$ cat src/rtl/cut_sequencer_pkg.sv
// Shared kitchen constants: clock rate, default motor timings and the cut sequencer state encoding.
// The default timings are also used by cut_driver.
package kitchen_pkg;

  localparam int unsigned CLK_HZ             = 50_000_000;
  localparam int unsigned CUT_CNT_W          = 8;
  localparam int unsigned SETTLE_CYCLES_DEF  = 2_500_000;    // 50 ms
  localparam int unsigned FEED_CYCLES_DEF    = 5_000_000;    // 100 ms
  localparam int unsigned TIMEOUT_CYCLES_DEF = 100_000_000;  // 2 s
  localparam int unsigned TIMER_W            = 32;

  typedef enum logic [2:0] {
    ST_IDLE   = 3'd0,
    ST_CUT    = 3'd1,
    ST_SETTLE = 3'd2,
    ST_FEED   = 3'd3,
    ST_DONE   = 3'd4,
    ST_FAULT  = 3'd5
  } seq_state_e;

endpackage

$ cat src/rtl/cut_sequencer_if.sv
// Command interface between the kitchen controller (master) and the cut sequencer (slave).
interface cut_sequencer_if import kitchen_pkg::*; #(
  parameter int unsigned CNT_W = CUT_CNT_W
) ();
  // start_i is a one-cycle request that is only honoured while state is ST_IDLE. The request
  // is not acknowledged. busy_o stays high for the whole job and done_o pulses once at the
  // end. If start_i arrives outside idle, it is dropped. abort_i is a level and overrides
  // everything.
  logic             start_i;
  logic [CNT_W-1:0] num_cuts_i;
  logic             abort_i;
  logic             busy_o;
  logic             done_o;
  logic             error_o;
  logic [CNT_W-1:0] cuts_done_o;
  seq_state_e       state;

  modport master (
    output start_i, num_cuts_i, abort_i,
    input  busy_o, done_o, error_o, cuts_done_o, state
  );

  modport slave (
    input  start_i, num_cuts_i, abort_i,
    output busy_o, done_o, error_o, cuts_done_o, state
  );
endinterface

$ cat src/rtl/cut_sequencer_edge_sync_rise.sv
// Synchronises a slow asynchronous level with two flops and emits a one-cycle registered pulse
// on its rising edge. The pulse appears three clocks after the input rises.
module edge_sync_rise (
  input  logic clk,
  input  logic rst_n,
  input  logic async_i,
  output logic rise_o
);
  logic sync1, sync2, sync3;

  always_ff @(posedge clk or negedge rst_n) begin
    if (!rst_n) begin
      sync1  <= 1'b0;
      sync2  <= 1'b0;
      sync3  <= 1'b0;
      rise_o <= 1'b0;
    end else begin
      sync1  <= async_i;
      sync2  <= sync1;
      sync3  <= sync2;
      rise_o <= sync2 & ~sync3;
    end
  end
endmodule

$ cat src/rtl/cut_sequencer.sv
// Job controller for the cutting motor. It runs one stroke at a time, then settles and feeds
// between strokes, and it faults if a stroke never reports completion.
module cut_sequencer import kitchen_pkg::*; #(
  parameter int unsigned CNT_W          = CUT_CNT_W,
  parameter int unsigned SETTLE_CYCLES  = SETTLE_CYCLES_DEF,
  parameter int unsigned FEED_CYCLES    = FEED_CYCLES_DEF,
  parameter int unsigned TIMEOUT_CYCLES = TIMEOUT_CYCLES_DEF
) (
  input  logic             clk,
  input  logic             rst_n,
  cut_sequencer_if.slave   cmd,
  output logic             cut_o,
  input  logic             cut_end_i,
  output logic             feed_o
);
  localparam logic [TIMER_W-1:0] SETTLE_LAST  = TIMER_W'(SETTLE_CYCLES - 1);
  localparam logic [TIMER_W-1:0] FEED_LAST    = TIMER_W'(FEED_CYCLES - 1);
  localparam logic [TIMER_W-1:0] TIMEOUT_LAST = TIMER_W'(TIMEOUT_CYCLES - 1);

  seq_state_e       state;
  logic [TIMER_W-1:0] timer;
  logic [CNT_W-1:0] n_target;
  logic [CNT_W-1:0] cuts_done;
  logic [CNT_W-1:0] cuts_next;
  logic             busy, done, error;
  logic             end_evt;

  edge_sync_rise u_end_sync (
    .clk     (clk),
    .rst_n   (rst_n),
    .async_i (cut_end_i),
    .rise_o  (end_evt)
  );

  assign cuts_next = cuts_done + CNT_W'(1);

  // One timer serves every timed state. It restarts on each entry and only runs where a
  // limit is being measured, so it never wraps while idle or faulted.
  always_ff @(posedge clk or negedge rst_n) begin
    if (!rst_n) begin
      state     <= ST_IDLE;
      timer     <= '0;
      n_target  <= '0;
      cuts_done <= '0;
      busy      <= 1'b0;
      done      <= 1'b0;
      error     <= 1'b0;
      cut_o     <= 1'b0;
      feed_o    <= 1'b0;
    end else if (cmd.abort_i) begin
      state  <= ST_IDLE;
      timer  <= '0;
      busy   <= 1'b0;
      done   <= 1'b0;
      error  <= 1'b0;
      cut_o  <= 1'b0;
      feed_o <= 1'b0;
    end else begin
      done <= 1'b0;
      case (state)
        ST_IDLE: begin
          if (cmd.start_i) begin
            timer     <= '0;
            cuts_done <= '0;
            if (cmd.num_cuts_i != '0) begin
              n_target <= cmd.num_cuts_i;
              state    <= ST_CUT;
              cut_o    <= 1'b1;
              busy     <= 1'b1;
            end else begin
              state <= ST_DONE;
              done  <= 1'b1;
            end
          end
        end
        ST_CUT: begin
          timer <= timer + TIMER_W'(1);
          if (end_evt) begin
            cut_o     <= 1'b0;
            cuts_done <= cuts_next;
            timer     <= '0;
            if (cuts_next == n_target) begin
              state <= ST_DONE;
              done  <= 1'b1;
              busy  <= 1'b0;
            end else begin
              state <= ST_SETTLE;
            end
          end else if (timer == TIMEOUT_LAST) begin
            cut_o <= 1'b0;
            busy  <= 1'b0;
            error <= 1'b1;
            timer <= '0;
            state <= ST_FAULT;
          end
        end
        ST_SETTLE: begin
          timer <= timer + TIMER_W'(1);
          if (timer == SETTLE_LAST) begin
            timer  <= '0;
            feed_o <= 1'b1;
            state  <= ST_FEED;
          end
        end
        ST_FEED: begin
          timer <= timer + TIMER_W'(1);
          if (timer == FEED_LAST) begin
            timer  <= '0;
            feed_o <= 1'b0;
            cut_o  <= 1'b1;
            state  <= ST_CUT;
          end
        end
        ST_DONE: begin
          timer <= '0;
          state <= ST_IDLE;
        end
        ST_FAULT: begin
          cut_o  <= 1'b0;
          feed_o <= 1'b0;
          error  <= 1'b1;
        end
        default: begin
          timer <= '0;
          state <= ST_IDLE;
        end
      endcase
    end
  end

  assign cmd.busy_o      = busy;
  assign cmd.done_o      = done;
  assign cmd.error_o     = error;
  assign cmd.cuts_done_o = cuts_done;
  assign cmd.state       = state;
endmodule

$ cat src/flat_wrapper.sv
// flat-port wrapper written by rule: the top's interface ports become plain ports
module cut_sequencer_flat import kitchen_pkg::*;
#(
  parameter int unsigned CNT_W          = CUT_CNT_W,
  parameter int unsigned SETTLE_CYCLES  = SETTLE_CYCLES_DEF,
  parameter int unsigned FEED_CYCLES    = FEED_CYCLES_DEF,
  parameter int unsigned TIMEOUT_CYCLES = TIMEOUT_CYCLES_DEF
)
  (clk, rst_n, cut_o, cut_end_i, feed_o, cmd_start_i, cmd_num_cuts_i, cmd_abort_i, cmd_busy_o, cmd_done_o, cmd_error_o, cmd_cuts_done_o, cmd_state);
  cut_sequencer_if #(.CNT_W(CNT_W)) cmd_i ();
  input  logic clk;
  input  logic rst_n;
  output logic cut_o;
  input  logic cut_end_i;
  output logic feed_o;
  input wire logic [$bits(cmd_i.start_i)-1:0] cmd_start_i;
  input wire logic [$bits(cmd_i.num_cuts_i)-1:0] cmd_num_cuts_i;
  input wire logic [$bits(cmd_i.abort_i)-1:0] cmd_abort_i;
  output wire logic [$bits(cmd_i.busy_o)-1:0] cmd_busy_o;
  output wire logic [$bits(cmd_i.done_o)-1:0] cmd_done_o;
  output wire logic [$bits(cmd_i.error_o)-1:0] cmd_error_o;
  output wire logic [$bits(cmd_i.cuts_done_o)-1:0] cmd_cuts_done_o;
  output wire logic [$bits(cmd_i.state)-1:0] cmd_state;
  assign cmd_i.start_i = cmd_start_i;
  assign cmd_i.num_cuts_i = cmd_num_cuts_i;
  assign cmd_i.abort_i = cmd_abort_i;
  assign cmd_busy_o = cmd_i.busy_o;
  assign cmd_done_o = cmd_i.done_o;
  assign cmd_error_o = cmd_i.error_o;
  assign cmd_cuts_done_o = cmd_i.cuts_done_o;
  assign cmd_state = cmd_i.state;
  cut_sequencer #(.CNT_W(CNT_W), .SETTLE_CYCLES(SETTLE_CYCLES), .FEED_CYCLES(FEED_CYCLES), .TIMEOUT_CYCLES(TIMEOUT_CYCLES)) u_core (.clk(clk), .rst_n(rst_n), .cmd(cmd_i), .cut_o(cut_o), .cut_end_i(cut_end_i), .feed_o(feed_o));
endmodule
$ cat config.mk
export PLATFORM = sky130hd
export DESIGN_NAME = cut_sequencer_flat
export DESIGN_NICKNAME = d
export VERILOG_FILES = /design/src/rtl/cut_sequencer_pkg.sv /design/src/rtl/cut_sequencer_if.sv /design/src/rtl/cut_sequencer_edge_sync_rise.sv /design/src/rtl/cut_sequencer.sv /design/src/flat_wrapper.sv
export SDC_FILE = /design/constraint.sdc
export NUM_CORES = 1
export LEC_CHECK = 0
export CORE_MARGIN = 10
export CORE_UTILIZATION = 48
export CTS_CLUSTER_SIZE = 40
export DETAILED_ROUTE_END_ITERATION = 10
export PLACE_DENSITY = 0.7
export RECOVER_POWER = 100
export SETUP_SLACK_MARGIN = 0.05
export SLEW_MARGIN = 0
export SYNTH_ARGS = -nofsm -noshare
export SYNTH_HDL_FRONTEND = slang
export SYNTH_SLANG_ARGS = --single-unit
$ cat constraint.sdc
create_clock -name clk -period 2.55 [get_ports clk]
set_clock_uncertainty 0.15 [all_clocks]
set_input_delay 0.255 -clock clk [delete_from_list [all_inputs] [get_ports clk]]
set_output_delay 0.255 -clock clk [all_outputs]
set_load 0.005 [all_outputs]
==> impl_metrics.csv <==
group,metric,value,unit
global_route,gr-total-overflow,0,
status,status,"finished clean",
power,irDropWorstVdd,0.000246,V
setup_path,cp-end-kind,"register",
timing,rsz0062_at_grt,"yes",
setup_path,slowest_stage,"or4b_1",
hold_path,hp-start,"u_core.u_end_sync.sync1",
cts,htree_levels,3,
placed_design,post-dp-hpwl,6.29,mm
cts,insertion_delay,0.34,ns
yosys,synth_flop_cell,"dfrtp_1",
routing,vias,3080,
timing,finalSetupViolCount,0,
floorplan,fp.dieH,104,µm
routing,drtIter0Drc,199,
floorplan,die_w,104,µm
timing,period_minus_slack,2.38,ns
routing,drc,0,
cts,ctsRootBufferMaster,"clkbuf_8",
routing,wire_per_inst,15.9,µm
layout,fin_nets,453,
timing,finalHoldViolations,0,
global_route,grt_use_total,0.159,
routing,drt-met1-wl,4.10,mm
setup_path,critPathTopFamily,"compound AO/OA/AOI/OAI gates",
timing,fmax,420,MHz
setup_path,setup.worst_path.start,"u_core.timer[21]",
layout,n_antenna_cell,0,
placed_design,place_area,4010,µm²
routing,top_layer_used,"met4",
routing,ant_nets,0,
floorplan,die_area,10900,µm²
routing,first_pass_iters,4,
routing,wl_met3,528,µm
setup_path,cp.buffers_inverters,0,
floorplan,rows,30,
yosys,async_reset_ff_frac,1.00,
placed_design,place_ws,0.0164,ns
layout,area_growth,24.5,%
yosys,synth_cell_types,55,
cts,clock-sinks,60,
timing,tightest_slew,1.45,ns
setup_path,critPathKind,"register to register",
routing,via_per_inst,5.74,
floorplan,ios,29,
layout,mostFrequentLayoutCells,"dfrtp_1 (60), nor2_1 (50), buf_4 (32)",
power,powerDensity,658,nW/µm²
yosys,ys_ff_latch,60,
power,leakagePower,0.00171,µW
cts,cts_made_buffers,9,
hold_path,hold_class,"register to register",
cts,tritoncts,"yes",
global_route,antenna_found_initial,0,
floorplan,core,6870,µm²
layout,layout_commonest_cell,"dfrtp_1",
timing,period_share,0.933,
timing,slew_headroom,0.0358,
setup_path,cp_data_required_time,2.62,ns
routing,routed_wl,8.54,mm
layout,multi_input_area,1860,µm²
placed_design,port_buffers,28,
yosys,netlist_area,3410,µm²
yosys,synth_edf_count,0,
timing,tns,0,ns
layout,seq_area,1500,µm²
timing,setup_slack,0.171,ns
setup_path,slowest_delay,0.53,ns
placed_design,place.gp.congestion,0.921,
hold_path,whs_path_depth,0,
yosys,synth_warnings,0,
global_route,grt_max_degree,61,
yosys,syn_nets,393,
layout,layout-drive-gt1-share,0.168,
layout,final_area,4250,µm²
setup_path,r2r_cells,6,
setup_path,cp_max_fo,4,
timing,final_max_slew_viol_count,0,
setup_path,worstReg2RegStart,"u_core.timer[21]",
setup_path,crit_chain,"or4b_1, nor4_2, a32o_2, a311oi_4, o31a_1, a221o_1",
cts,clk_pin_slew_worst_paths,0.06,ns
setup_path,arrival,2.45,ns
floorplan,start_util,0.497,
global_route,grt_pass1_vias,2989,
power,p_total,2790,µW
yosys,synthCells,378,
setup_path,path_depth,6,
layout,fill_cells,607,
yosys,synth-seq-area-share,0.440,
yosys,syn_area_per_cell,9.03,µm²
setup_path,cp-start-kind,"register",
cts,cts_buffer_depth,2,
global_route,grt_pass1_wl,14.5,mm
run,cap_violations,0,
routing,routed-wl-met2,3.78,mm
==> sequential cells by signal, indices dropped and copies added (netlist names) <==
name,count
u_core.timer,32
u_core.cmd.cuts_done_o,8
u_core.n_target,8
u_core.cmd.state,3
u_core.cmd.busy_o,1
u_core.cmd.done_o,1
u_core.cmd.error_o,1
u_core.cut_o,1
u_core.feed_o,1
u_core.u_end_sync.rise_o,1
u_core.u_end_sync.sync1,1
u_core.u_end_sync.sync2,1
u_core.u_end_sync.sync3,1
==> where the power goes <==
part,switching [µW],leakage (µW),internal [µW]
Clock,353,0.0000941,418
Sequential,103,0.000807,1060
Combinational,448,0.000810,407
==> per-layer routing <==
layer / GRT usage / vias to the layer above
met5: 0 / -
met4: 0.0666 / 0
met3: 0.0366 / 11
met2: 0.234 / 91
met1: 0.217 / 1495
li1: - / 1483
==> cell usage after synthesis, types with 2 or more instances <==
| cell type | number | area share |
|---|---|---|
| a211oi_1 | 2 | 0.0044 |
| nand2_1 | 26 | 0.029 |
| nand4_1 | 9 | 0.017 |
| buf_2 | 2 | 0.0029 |
| inv_1 | 12 | 0.013 |
| a21oi_1 | 7 | 0.010 |
| o21ai_0 | 15 | 0.022 |
| o41ai_1 | 4 | 0.010 |
| mux2_2 | 8 | 0.026 |
| dfrtp_1 | 60 | 0.44 |
| nand3_1 | 17 | 0.025 |
| o21ai_1 | 5 | 0.0073 |
| nor4_2 | 2 | 0.0073 |
| nor4_1 | 14 | 0.026 |
| or4_1 | 2 | 0.0044 |
| nor2b_1 | 10 | 0.018 |
| xor2_1 | 9 | 0.023 |
| nor4b_1 | 2 | 0.0051 |
| xnor2_1 | 22 | 0.056 |
| o31ai_1 | 5 | 0.011 |
| nor3_1 | 21 | 0.031 |
| ha_1 | 2 | 0.0073 |
| a31o_2 | 3 | 0.0077 |
| a31oi_1 | 2 | 0.0037 |
| o22ai_1 | 5 | 0.0092 |
| or3_1 | 4 | 0.0073 |
| nor3b_1 | 6 | 0.013 |
| or2_2 | 2 | 0.0037 |
| nor2_1 | 50 | 0.055 |
| nand2b_1 | 3 | 0.0055 |
| and3_1 | 6 | 0.011 |
| and2_1 | 6 | 0.011 |
| clkbuf_1 | 13 | 0.014 |
==> cell families after synthesis <==
logic type | synth area share
and+or+nand+nor | 0.280
AOI/OAI and AO/OA | 0.131
DFF | 0.440
xor gates and xnor gates | 0.0796
buffers and inverters | 0.0326
muxes | 0.0293
adders and majority gates | 0.00733
==> cell type report <==
cell class / count / share of cell area
Inverter: 12 / 0.0106
Clock buffer: 12 / 0.0389
Timing Repair Buffer: 65 / 0.129
Multi-Input combinational cell: 290 / 0.437
Tap cell: 96 / 0.0283
Clock inverter: 2 / 0.00236
Sequential cell: 60 / 0.354
==> repair_timing <==
| item | 4_1_cts | 5_1_grt |
|---|---|---|
| pin swaps | 1 | 4 |
| setup endpoints to repair | 25 | 33 |
| hold buffers | 1 | 0 |
| gates cloned | 0 | 0 |
| endpoints found under the hold margin | 60 | 0 |
| setup buffers | 0 | 2 |
| gates resized for setup | 1 | 7 |
==> through the flow <==
stage	util	hold slack [ns]	std cells
floorplan	-	-0.191	378
global placement	0.583	0.186	520
detailed placement	0.583	0.185	520
CTS	0.612	0.190	535
global route	0.618	0.203	537
finish	0.618	0.196	537
==> worst paths after layout <==
check | end | slack [ns]
max | u_core.cmd.state[0] | 0.17
min | u_core.u_end_sync.sync2 | 0.20
max reg2reg | u_core.cmd.state[0] | 0.17
min reg2reg | u_core.u_end_sync.sync2 | 0.20
max in group asynchronous | u_core.timer[6] | 0.65
min in group asynchronous | u_core.n_target[7] | 0.73
Note: power is estimated with default switching activity, not from simulation.
